==> src/rtl/regfile_pkg.sv <==
// Shared widths and issue-payload layout for the rename register file.
// The commit bypass is enabled by defining REGFILE_CM_BYPASS_EN.
package regfile_pkg;

    localparam int XLEN_DEF   = 32;
    localparam int ROB_AW_DEF = 4;
    localparam int RAW_DEF    = 5;
    localparam int INS_OP_W   = 7;

    // Tag 0 marks "no producer in flight, value in v[] is current".
    localparam int ROB_TAG_NONE = 0;

    typedef struct packed {
        logic [INS_OP_W-1:0] op;
        logic [XLEN_DEF-1:0] imm;
        logic [XLEN_DEF-1:0] pc;
        logic                ils;
    } pass_t;

    localparam int PW = $bits(pass_t);

endpackage

==> src/rtl/regfile_src_resolve.sv <==
// Combinational source-operand resolution for one issue slot/source.
// The commit bypass stage exists only when REGFILE_CM_BYPASS_EN is defined.
module regfile_src_resolve
    import regfile_pkg::*;
#(
    parameter int XLEN     = XLEN_DEF,
    parameter int RAW      = RAW_DEF,
    parameter int ROB_AW   = ROB_AW_DEF,
    parameter int ISSUE_W  = 2,
    parameter int COMMIT_W = 2,
    parameter int SLOT     = 0
) (
    input  logic [RAW-1:0]             rs_i,
    input  logic [ISSUE_W-1:0]         is_en_i,
    input  logic [ISSUE_W*RAW-1:0]     is_rd_i,
    input  logic [ISSUE_W*ROB_AW-1:0]  qn_i,
    input  logic [COMMIT_W-1:0]        cm_en_i,
    input  logic [COMMIT_W*RAW-1:0]    cm_rd_i,
    input  logic [COMMIT_W*ROB_AW-1:0] cm_tag_i,
    input  logic [COMMIT_W*XLEN-1:0]   cm_vd_i,
    input  logic [ROB_AW-1:0]          q_rs_i,
    input  logic [XLEN-1:0]            v_rs_i,
    output logic [ROB_AW-1:0]          q_o,
    output logic [XLEN-1:0]            v_o
);

`ifndef REGFILE_CM_BYPASS_EN
    logic unused_cm;
    assign unused_cm = ^{cm_en_i, cm_rd_i, cm_tag_i, cm_vd_i};
`endif

    // Stages are applied lowest priority first so later overwrites win.
    always_comb begin
        q_o = q_rs_i;
        v_o = v_rs_i;
`ifdef REGFILE_CM_BYPASS_EN
        for (int c = 0; c < COMMIT_W; c++) begin
            if (cm_en_i[c] && cm_rd_i[c*RAW +: RAW] == rs_i
                    && cm_tag_i[c*ROB_AW +: ROB_AW] == q_rs_i) begin
                q_o = ROB_AW'(ROB_TAG_NONE);
                v_o = cm_vd_i[c*XLEN +: XLEN];
            end
        end
`endif
        // Older slots in the same bundle; the youngest one is visited last.
        for (int j = 0; j < ISSUE_W; j++) begin
            if (j < SLOT && is_en_i[j] && is_rd_i[j*RAW +: RAW] == rs_i
                    && is_rd_i[j*RAW +: RAW] != '0) begin
                q_o = qn_i[j*ROB_AW +: ROB_AW];
                v_o = '0;
            end
        end
        if (rs_i == '0) begin
            q_o = ROB_AW'(ROB_TAG_NONE);
            v_o = '0;
        end
    end

endmodule

==> src/rtl/regfile_mp.sv <==
// Multi-issue / multi-commit rename register file holding values and ROB tags.
// Define REGFILE_CM_BYPASS_EN to forward same-cycle commits to issuing sources.
module regfile_mp
    import regfile_pkg::*;
#(
    parameter int XLEN     = XLEN_DEF,
    parameter int NREG     = 32,
    parameter int ROB_AW   = ROB_AW_DEF,
    parameter int ISSUE_W  = 2,
    parameter int COMMIT_W = 2,
    localparam int RAW     = $clog2(NREG)
) (
    input  logic                       clk,
    input  logic                       rst,
    input  logic                       en,
    input  logic [ISSUE_W-1:0]         iIS_En,
    input  logic [ISSUE_W*RAW-1:0]     iIS_Rs1,
    input  logic [ISSUE_W*RAW-1:0]     iIS_Rs2,
    input  logic [ISSUE_W*RAW-1:0]     iIS_Rd,
    input  logic [ISSUE_W*PW-1:0]      iIS_Pass,
    input  logic [ISSUE_W*ROB_AW-1:0]  iROB_Qn,
    input  logic [COMMIT_W-1:0]        iCM_En,
    input  logic [COMMIT_W*RAW-1:0]    iCM_Rd,
    input  logic [COMMIT_W*ROB_AW-1:0] iCM_Tag,
    input  logic [COMMIT_W*XLEN-1:0]   iCM_Vd,
    input  logic                       iROB_Mp,
    output logic [ISSUE_W-1:0]         oROB_En,
    output logic [ISSUE_W*ROB_AW-1:0]  oROB_Qs1,
    output logic [ISSUE_W*ROB_AW-1:0]  oROB_Qs2,
    output logic [ISSUE_W*ROB_AW-1:0]  oROB_Qd,
    output logic [ISSUE_W*XLEN-1:0]    oROB_Vs1,
    output logic [ISSUE_W*XLEN-1:0]    oROB_Vs2,
    output logic [ISSUE_W*PW-1:0]      oROB_Pass
);

    logic [XLEN-1:0]   v_q [NREG];
    logic [XLEN-1:0]   v_d [NREG];
    logic [ROB_AW-1:0] q_q [NREG];
    logic [ROB_AW-1:0] q_d [NREG];

    logic [ISSUE_W-1:0]        en_q, en_d;
    logic [ISSUE_W*ROB_AW-1:0] qs1_q, qs1_d, qs2_q, qs2_d, qd_q, qd_d;
    logic [ISSUE_W*XLEN-1:0]   vs1_q, vs1_d, vs2_q, vs2_d;
    logic [ISSUE_W*PW-1:0]     pass_q, pass_d;
    logic                      upd;

    // A flush must take effect even while the pipeline is stalled.
    assign upd = en | iROB_Mp;

    genvar gi;
    generate
        for (gi = 0; gi < ISSUE_W; gi++) begin : g_slot
            logic [RAW-1:0]    rs1, rs2;
            logic [ROB_AW-1:0] r_q1, r_q2;
            logic [XLEN-1:0]   r_v1, r_v2;
            logic              slot_ok;

            assign rs1     = iIS_Rs1[gi*RAW +: RAW];
            assign rs2     = iIS_Rs2[gi*RAW +: RAW];
            assign slot_ok = iIS_En[gi] & ~iROB_Mp;

            regfile_src_resolve #(
                .XLEN(XLEN), .RAW(RAW), .ROB_AW(ROB_AW),
                .ISSUE_W(ISSUE_W), .COMMIT_W(COMMIT_W), .SLOT(gi)
            ) u_rs1 (
                .rs_i(rs1), .is_en_i(iIS_En), .is_rd_i(iIS_Rd), .qn_i(iROB_Qn),
                .cm_en_i(iCM_En), .cm_rd_i(iCM_Rd), .cm_tag_i(iCM_Tag), .cm_vd_i(iCM_Vd),
                .q_rs_i(q_q[rs1]), .v_rs_i(v_q[rs1]), .q_o(r_q1), .v_o(r_v1)
            );

            regfile_src_resolve #(
                .XLEN(XLEN), .RAW(RAW), .ROB_AW(ROB_AW),
                .ISSUE_W(ISSUE_W), .COMMIT_W(COMMIT_W), .SLOT(gi)
            ) u_rs2 (
                .rs_i(rs2), .is_en_i(iIS_En), .is_rd_i(iIS_Rd), .qn_i(iROB_Qn),
                .cm_en_i(iCM_En), .cm_rd_i(iCM_Rd), .cm_tag_i(iCM_Tag), .cm_vd_i(iCM_Vd),
                .q_rs_i(q_q[rs2]), .v_rs_i(v_q[rs2]), .q_o(r_q2), .v_o(r_v2)
            );

            assign en_d[gi]                      = slot_ok;
            assign qs1_d[gi*ROB_AW +: ROB_AW]    = slot_ok ? r_q1 : '0;
            assign qs2_d[gi*ROB_AW +: ROB_AW]    = slot_ok ? r_q2 : '0;
            assign vs1_d[gi*XLEN +: XLEN]        = slot_ok ? r_v1 : '0;
            assign vs2_d[gi*XLEN +: XLEN]        = slot_ok ? r_v2 : '0;
            assign qd_d[gi*ROB_AW +: ROB_AW]     = slot_ok ? iROB_Qn[gi*ROB_AW +: ROB_AW] : '0;
            assign pass_d[gi*PW +: PW]           = slot_ok ? iIS_Pass[gi*PW +: PW] : '0;
        end
    endgenerate

    // Commit clears compare against pre-cycle q; renames are applied last so they win.
    always_comb begin
        for (int r = 0; r < NREG; r++) begin
            v_d[r] = v_q[r];
            q_d[r] = q_q[r];
        end
        for (int c = 0; c < COMMIT_W; c++) begin
            if (iCM_En[c] && iCM_Rd[c*RAW +: RAW] != '0) begin
                v_d[iCM_Rd[c*RAW +: RAW]] = iCM_Vd[c*XLEN +: XLEN];
                if (q_q[iCM_Rd[c*RAW +: RAW]] == iCM_Tag[c*ROB_AW +: ROB_AW]) begin
                    q_d[iCM_Rd[c*RAW +: RAW]] = ROB_AW'(ROB_TAG_NONE);
                end
            end
        end
        if (iROB_Mp) begin
            for (int r = 0; r < NREG; r++) begin
                q_d[r] = ROB_AW'(ROB_TAG_NONE);
            end
        end else begin
            for (int k = 0; k < ISSUE_W; k++) begin
                if (iIS_En[k] && iIS_Rd[k*RAW +: RAW] != '0) begin
                    q_d[iIS_Rd[k*RAW +: RAW]] = iROB_Qn[k*ROB_AW +: ROB_AW];
                end
            end
        end
        v_d[0] = '0;
        q_d[0] = ROB_AW'(ROB_TAG_NONE);
    end

    always_ff @(posedge clk) begin
        if (rst) begin
            for (int r = 0; r < NREG; r++) begin
                v_q[r] <= '0;
                q_q[r] <= '0;
            end
            en_q   <= '0;
            qs1_q  <= '0;
            qs2_q  <= '0;
            qd_q   <= '0;
            vs1_q  <= '0;
            vs2_q  <= '0;
            pass_q <= '0;
        end else if (upd) begin
            for (int r = 0; r < NREG; r++) begin
                v_q[r] <= v_d[r];
                q_q[r] <= q_d[r];
            end
            en_q   <= en_d;
            qs1_q  <= qs1_d;
            qs2_q  <= qs2_d;
            qd_q   <= qd_d;
            vs1_q  <= vs1_d;
            vs2_q  <= vs2_d;
            pass_q <= pass_d;
        end
    end

    assign oROB_En   = en_q;
    assign oROB_Qs1  = qs1_q;
    assign oROB_Qs2  = qs2_q;
    assign oROB_Qd   = qd_q;
    assign oROB_Vs1  = vs1_q;
    assign oROB_Vs2  = vs2_q;
    assign oROB_Pass = pass_q;

endmodule

==> config.mk <==
export PLATFORM = sky130hd
export DESIGN_NAME = regfile_mp
export DESIGN_NICKNAME = d
export VERILOG_FILES = /design/src/rtl/regfile_pkg.sv /design/src/rtl/regfile_src_resolve.sv /design/src/rtl/regfile_mp.sv
export SDC_FILE = /design/constraint.sdc
export NUM_CORES = 2
export LEC_CHECK = 0
export BUFFER_PORTS_ARGS = -buffer_cell sky130_fd_sc_hd__buf_2
export CORE_MARGIN = 3
export CORE_UTILIZATION = 49
export CTS_BUF_LIST = sky130_fd_sc_hd__clkbuf_8
export CTS_CLUSTER_DIAMETER = 120
export CTS_CLUSTER_SIZE = 24
export DETAILED_ROUTE_END_ITERATION = 8
export PLACE_DENSITY = 0.68
export SETUP_SLACK_MARGIN = 0.2
export SYNTH_ARGS = -nofsm -noshare
export SYNTH_HDL_FRONTEND = slang
export SYNTH_HIERARCHICAL = 1
export SYNTH_SLANG_ARGS = --single-unit
==> constraint.sdc <==
create_clock -name clk -period 55.4 [get_ports clk]
set_clock_uncertainty 0.05 [all_clocks]
set_input_delay 2.77 -clock clk [delete_from_list [all_inputs] [get_ports clk]]
set_output_delay 2.77 -clock clk [all_outputs]
set_load 0.02 [all_outputs]
==> flow_summary.yaml <==
cts:
  path_clk_slew_ns: 0.16
  clock_path_buffers: 3
  clock-sinks: 1414
  cts_resized: 0
  cts_buffers: 70
  clock_latency_ns: 0.98
  cts_setup_buffers: 0
  ctsHoldBuffers: 0
  cts_tree: "yes"
  cts_max_level: 3
  cts_root_buf: "clkbuf_8"
floorplan:
  rows: 172
  dieArea_sq_um: 227900
  coreArea_sq_um: 220400
  die_h_um: 477.4
  start_util_pct: 49.40
  pin_count: 570
  die-width_um: 477.4
synth:
  async_flop_share_pct: 0
  syn_nets: 9076
  netlist_area_sq_um: 108900
  synth_top_cell_by_area: "edfxtp_1"
  synth_edf_count: 1116
  ys_seq_elements: 1414
  yosysSeqAreaShare_pct: 36.26
  synthCells: 8804
  synthTopCellsByArea: "edfxtp_1 31%, mux4_2 27%, mux2i_1 8.9%, a211oi_1 6.2%, dfxtp_1 5.5%"
  synthFlopType: "edfxtp_1"
  syn-mean-instance-area_sq_um: 12.37
  synth.top_cell.area_share_pct: 30.78
  synth.distinct_cells: 75
  yosysWarnings: 6
timing:
  rsz0062_at_grt: "false"
  fin_crit_sh_pct: 12.56
  layout_min_cycle_time_ns: 6.959
  tns_ns: 0
  hold_slack_ns: 0.4183
  hold_viol: 0
  finalSetupViolCount: 0
  maxSlewHeadroom_pct: -2.267
  fmax_ghz: 0.1437
  maxSlewViolCount: 36
  tightest_slew_ns: 1.534
routing:
  drt_iter0_drc: 17470
  routed_wl_um: 485300
  vias: 92430
  post_drt_wl_per_cell_um: 42.04
  ant_nets: 0
  dr.pass1.iters: 6
  drc: 0
  via_per_inst: 8.007
place:
  dpl_cell_area_sq_um: 113200
  dpl.hpwl_um: 285900
  port_buffers: 569
  gp_congestion: 1.005
setup_path:
  cpMostUsedCell: "buf_4"
  reg2reg_depth: 10
  required_ns: 55.94
  crit_family: "buffers and inverters"
  startpoint_type: "input port"
  worstPathArrival_ns: 7.50
  slowest_delay_ns: 0.92
  crit_type: "in2reg"
  crit_fanout: 113
  crit_chain: "buf_8 -> nor3_2 -> buf_4 -> inv_8 -> buf_4 -> buf_4 -> buf_4"
  worstReg2RegEnd: "q_q[31][3]"
  path_buf_inv: 6
  cp-end-kind: "flop"
  r2r_slack_ns: 51.44
  crit_path_top_delay_cell: "buf_4"
  r2r-start: "q_q[8][3]"
  cp.depth: 7
min_path:
  min_from: "oROB_En[1]"
  hold_path_depth: 1
  hp-class: "reg2reg"
  min_to: "oROB_En[1]"
layout:
  drive_gt1_share_pct: 30.58
  fin_nets: 8768
  stdcell_area_sq_um: 114600
  area_growth_pct: 5.236
power_and_ir_drop:
  power.total_uw: 2400
  powerDensity_nw_per_um2: 20.95
  p_leak_uw: 0.04091
  peakVddDrop_mv: 0.01575
global_route:
  grt_pass1_wl_um: 677600
  grt_overflow: 0
  grt_pass1_vias: 86900
  grt_max_degree: 168
  antenna_found_initial: 59
  grt_usage_pct: 41.31
run_status:
  violations: "slew limit"
  outcome: "finished, violations left"
run:
  drv_cap: 0
## cells by family (layout without fill, tap and decap cells)
| family | Yosys count | in the layout | share of synthesized area (%) |
|---|---|---|---|
| xor+xnor | 15 | 15 | 0.1207 |
| buf+inv | 1159 | 904 | 4.140 |
| simple gates | 1832 | 1832 | 7.164 |
| other cells | 0 | 37 | 0 |
| compound gates | 1804 | 1804 | 13.14 |
| mux | 2580 | 2580 | 39.18 |
| flops | 1414 | 1414 | 36.26 |
## worst reg2reg max path: stages (launching register included)
cell,delay (ns)
edfxtp_1,0.64
mux4_2,0.54
a22oi_1,0.17
nor2_1,0.11
or4b_1,0.60
xor2_1,0.19
nor4_4,0.13
buf_4,0.50
a221oi_1,0.29
a221oi_1,0.40
nor2_1,0.09
## where the power goes
part / total (uW) / internal (uW) / switching, uW
registers: 1310 / 1220 / 89.0
logic: 582 / 268 / 314
clock network: 512 / 130 / 382
## final cells by class
cell class                 count  area [sq um]
antenna                       37         92.59
clock buffer                  74          1018
clock inverter                51         247.7
fill                       18630        105800
inverter                      24         97.59
multi-input combinational   6231         65440
sequential                  1414         39480
tap                         2958          3701
timing repair buffer         755          4494
## layout by cell type (no fill, tap or decap), types with 61 or more instances in the layout
cell type,count
mux4_2,1315
nor2_1,1232
edfxtp_1,1116
mux2i_1,966
a211oi_1,899
buf_2,548
a22o_1,440
dfxtp_1,298
mux2_2,293
nand2_1,252
buf_4,182
a221oi_1,158
a311oi_1,96
nor3_1,82
clkbuf_8,74
inv_1,62
and2_4,61
## routing by layer
| metal | vias up | wire length [um] | global-route usage, % |
|---|---|---|---|
| li1 | 35250 | - | - |
| met1 | 45570 | 155600 | 50.52 |
| met2 | 9424 | 203600 | 57.95 |
| met3 | 2150 | 79310 | 16.84 |
| met4 | 42 | 46480 | 31.95 |
| met5 | - | 362 | 0.2941 |
## state kept, by name, indices dropped and copies added, names as in the netlist
name	count
oROB_Qs2	8
oROB_Qs1	8
oROB_En	2
oROB_Vs1	64
q_q	124
v_q	992
oROB_Qd	8
oROB_Vs2	64
oROB_Pass	144
## cell usage after synthesis, types with 8 or more instances
| library cell | number |
|---|---|
| a211oi_1 | 899 |
| a21boi_0 | 12 |
| a21boi_1 | 54 |
| a21oi_1 | 14 |
| a221oi_1 | 158 |
| a22o_1 | 440 |
| a311oi_1 | 96 |
| and2_1 | 9 |
| and2_4 | 60 |
| buf_1 | 187 |
| buf_2 | 38 |
| buf_6 | 13 |
| clkbuf_1 | 894 |
| dfxtp_1 | 298 |
| edfxtp_1 | 1116 |
| inv_1 | 23 |
| mux2_2 | 293 |
| mux2i_1 | 966 |
| mux4_2 | 1315 |
| nand2_1 | 285 |
| nand2b_1 | 14 |
| nand3_1 | 27 |
| nand3b_1 | 8 |
| nand4_1 | 16 |
| nor2_1 | 1252 |
| nor2b_1 | 19 |
| nor3_1 | 83 |
| o21ai_0 | 58 |
| o22ai_1 | 15 |
| o31ai_1 | 9 |
| or3_1 | 10 |
| xnor2_1 | 10 |
## stage by stage
| stage | util (%) | std cells | worst slack (ns) |
|---|---|---|---|
| 2_1_floorplan | - | 8804 | 29.03 |
| 3_3_place_gp | 51.37 | 11380 | 47.65 |
| 3_5_place_dp | 51.37 | 11380 | 47.58 |
| 4_1_cts | 51.95 | 11510 | 48.62 |
| 5_1_grt | 51.96 | 11520 | 48.32 |
| 6_report | 51.99 | 11540 | 48.44 |
## worst max path at each step
stage                     from            to  slack (ns)
floorplan                  rst    q_q[10][0]       29.03
global placement    iIS_Rs2[0]  oROB_Vs2[30]       47.65
detailed placement  iIS_Rs2[0]  oROB_Vs2[30]       47.58
CTS                 iIS_Rs2[0]  oROB_Vs2[25]       48.62
global route        iIS_Rs2[0]  oROB_Vs2[27]       48.32
finish                     rst   v_q[31][18]       48.44
(Power assumes the default switching activity.)
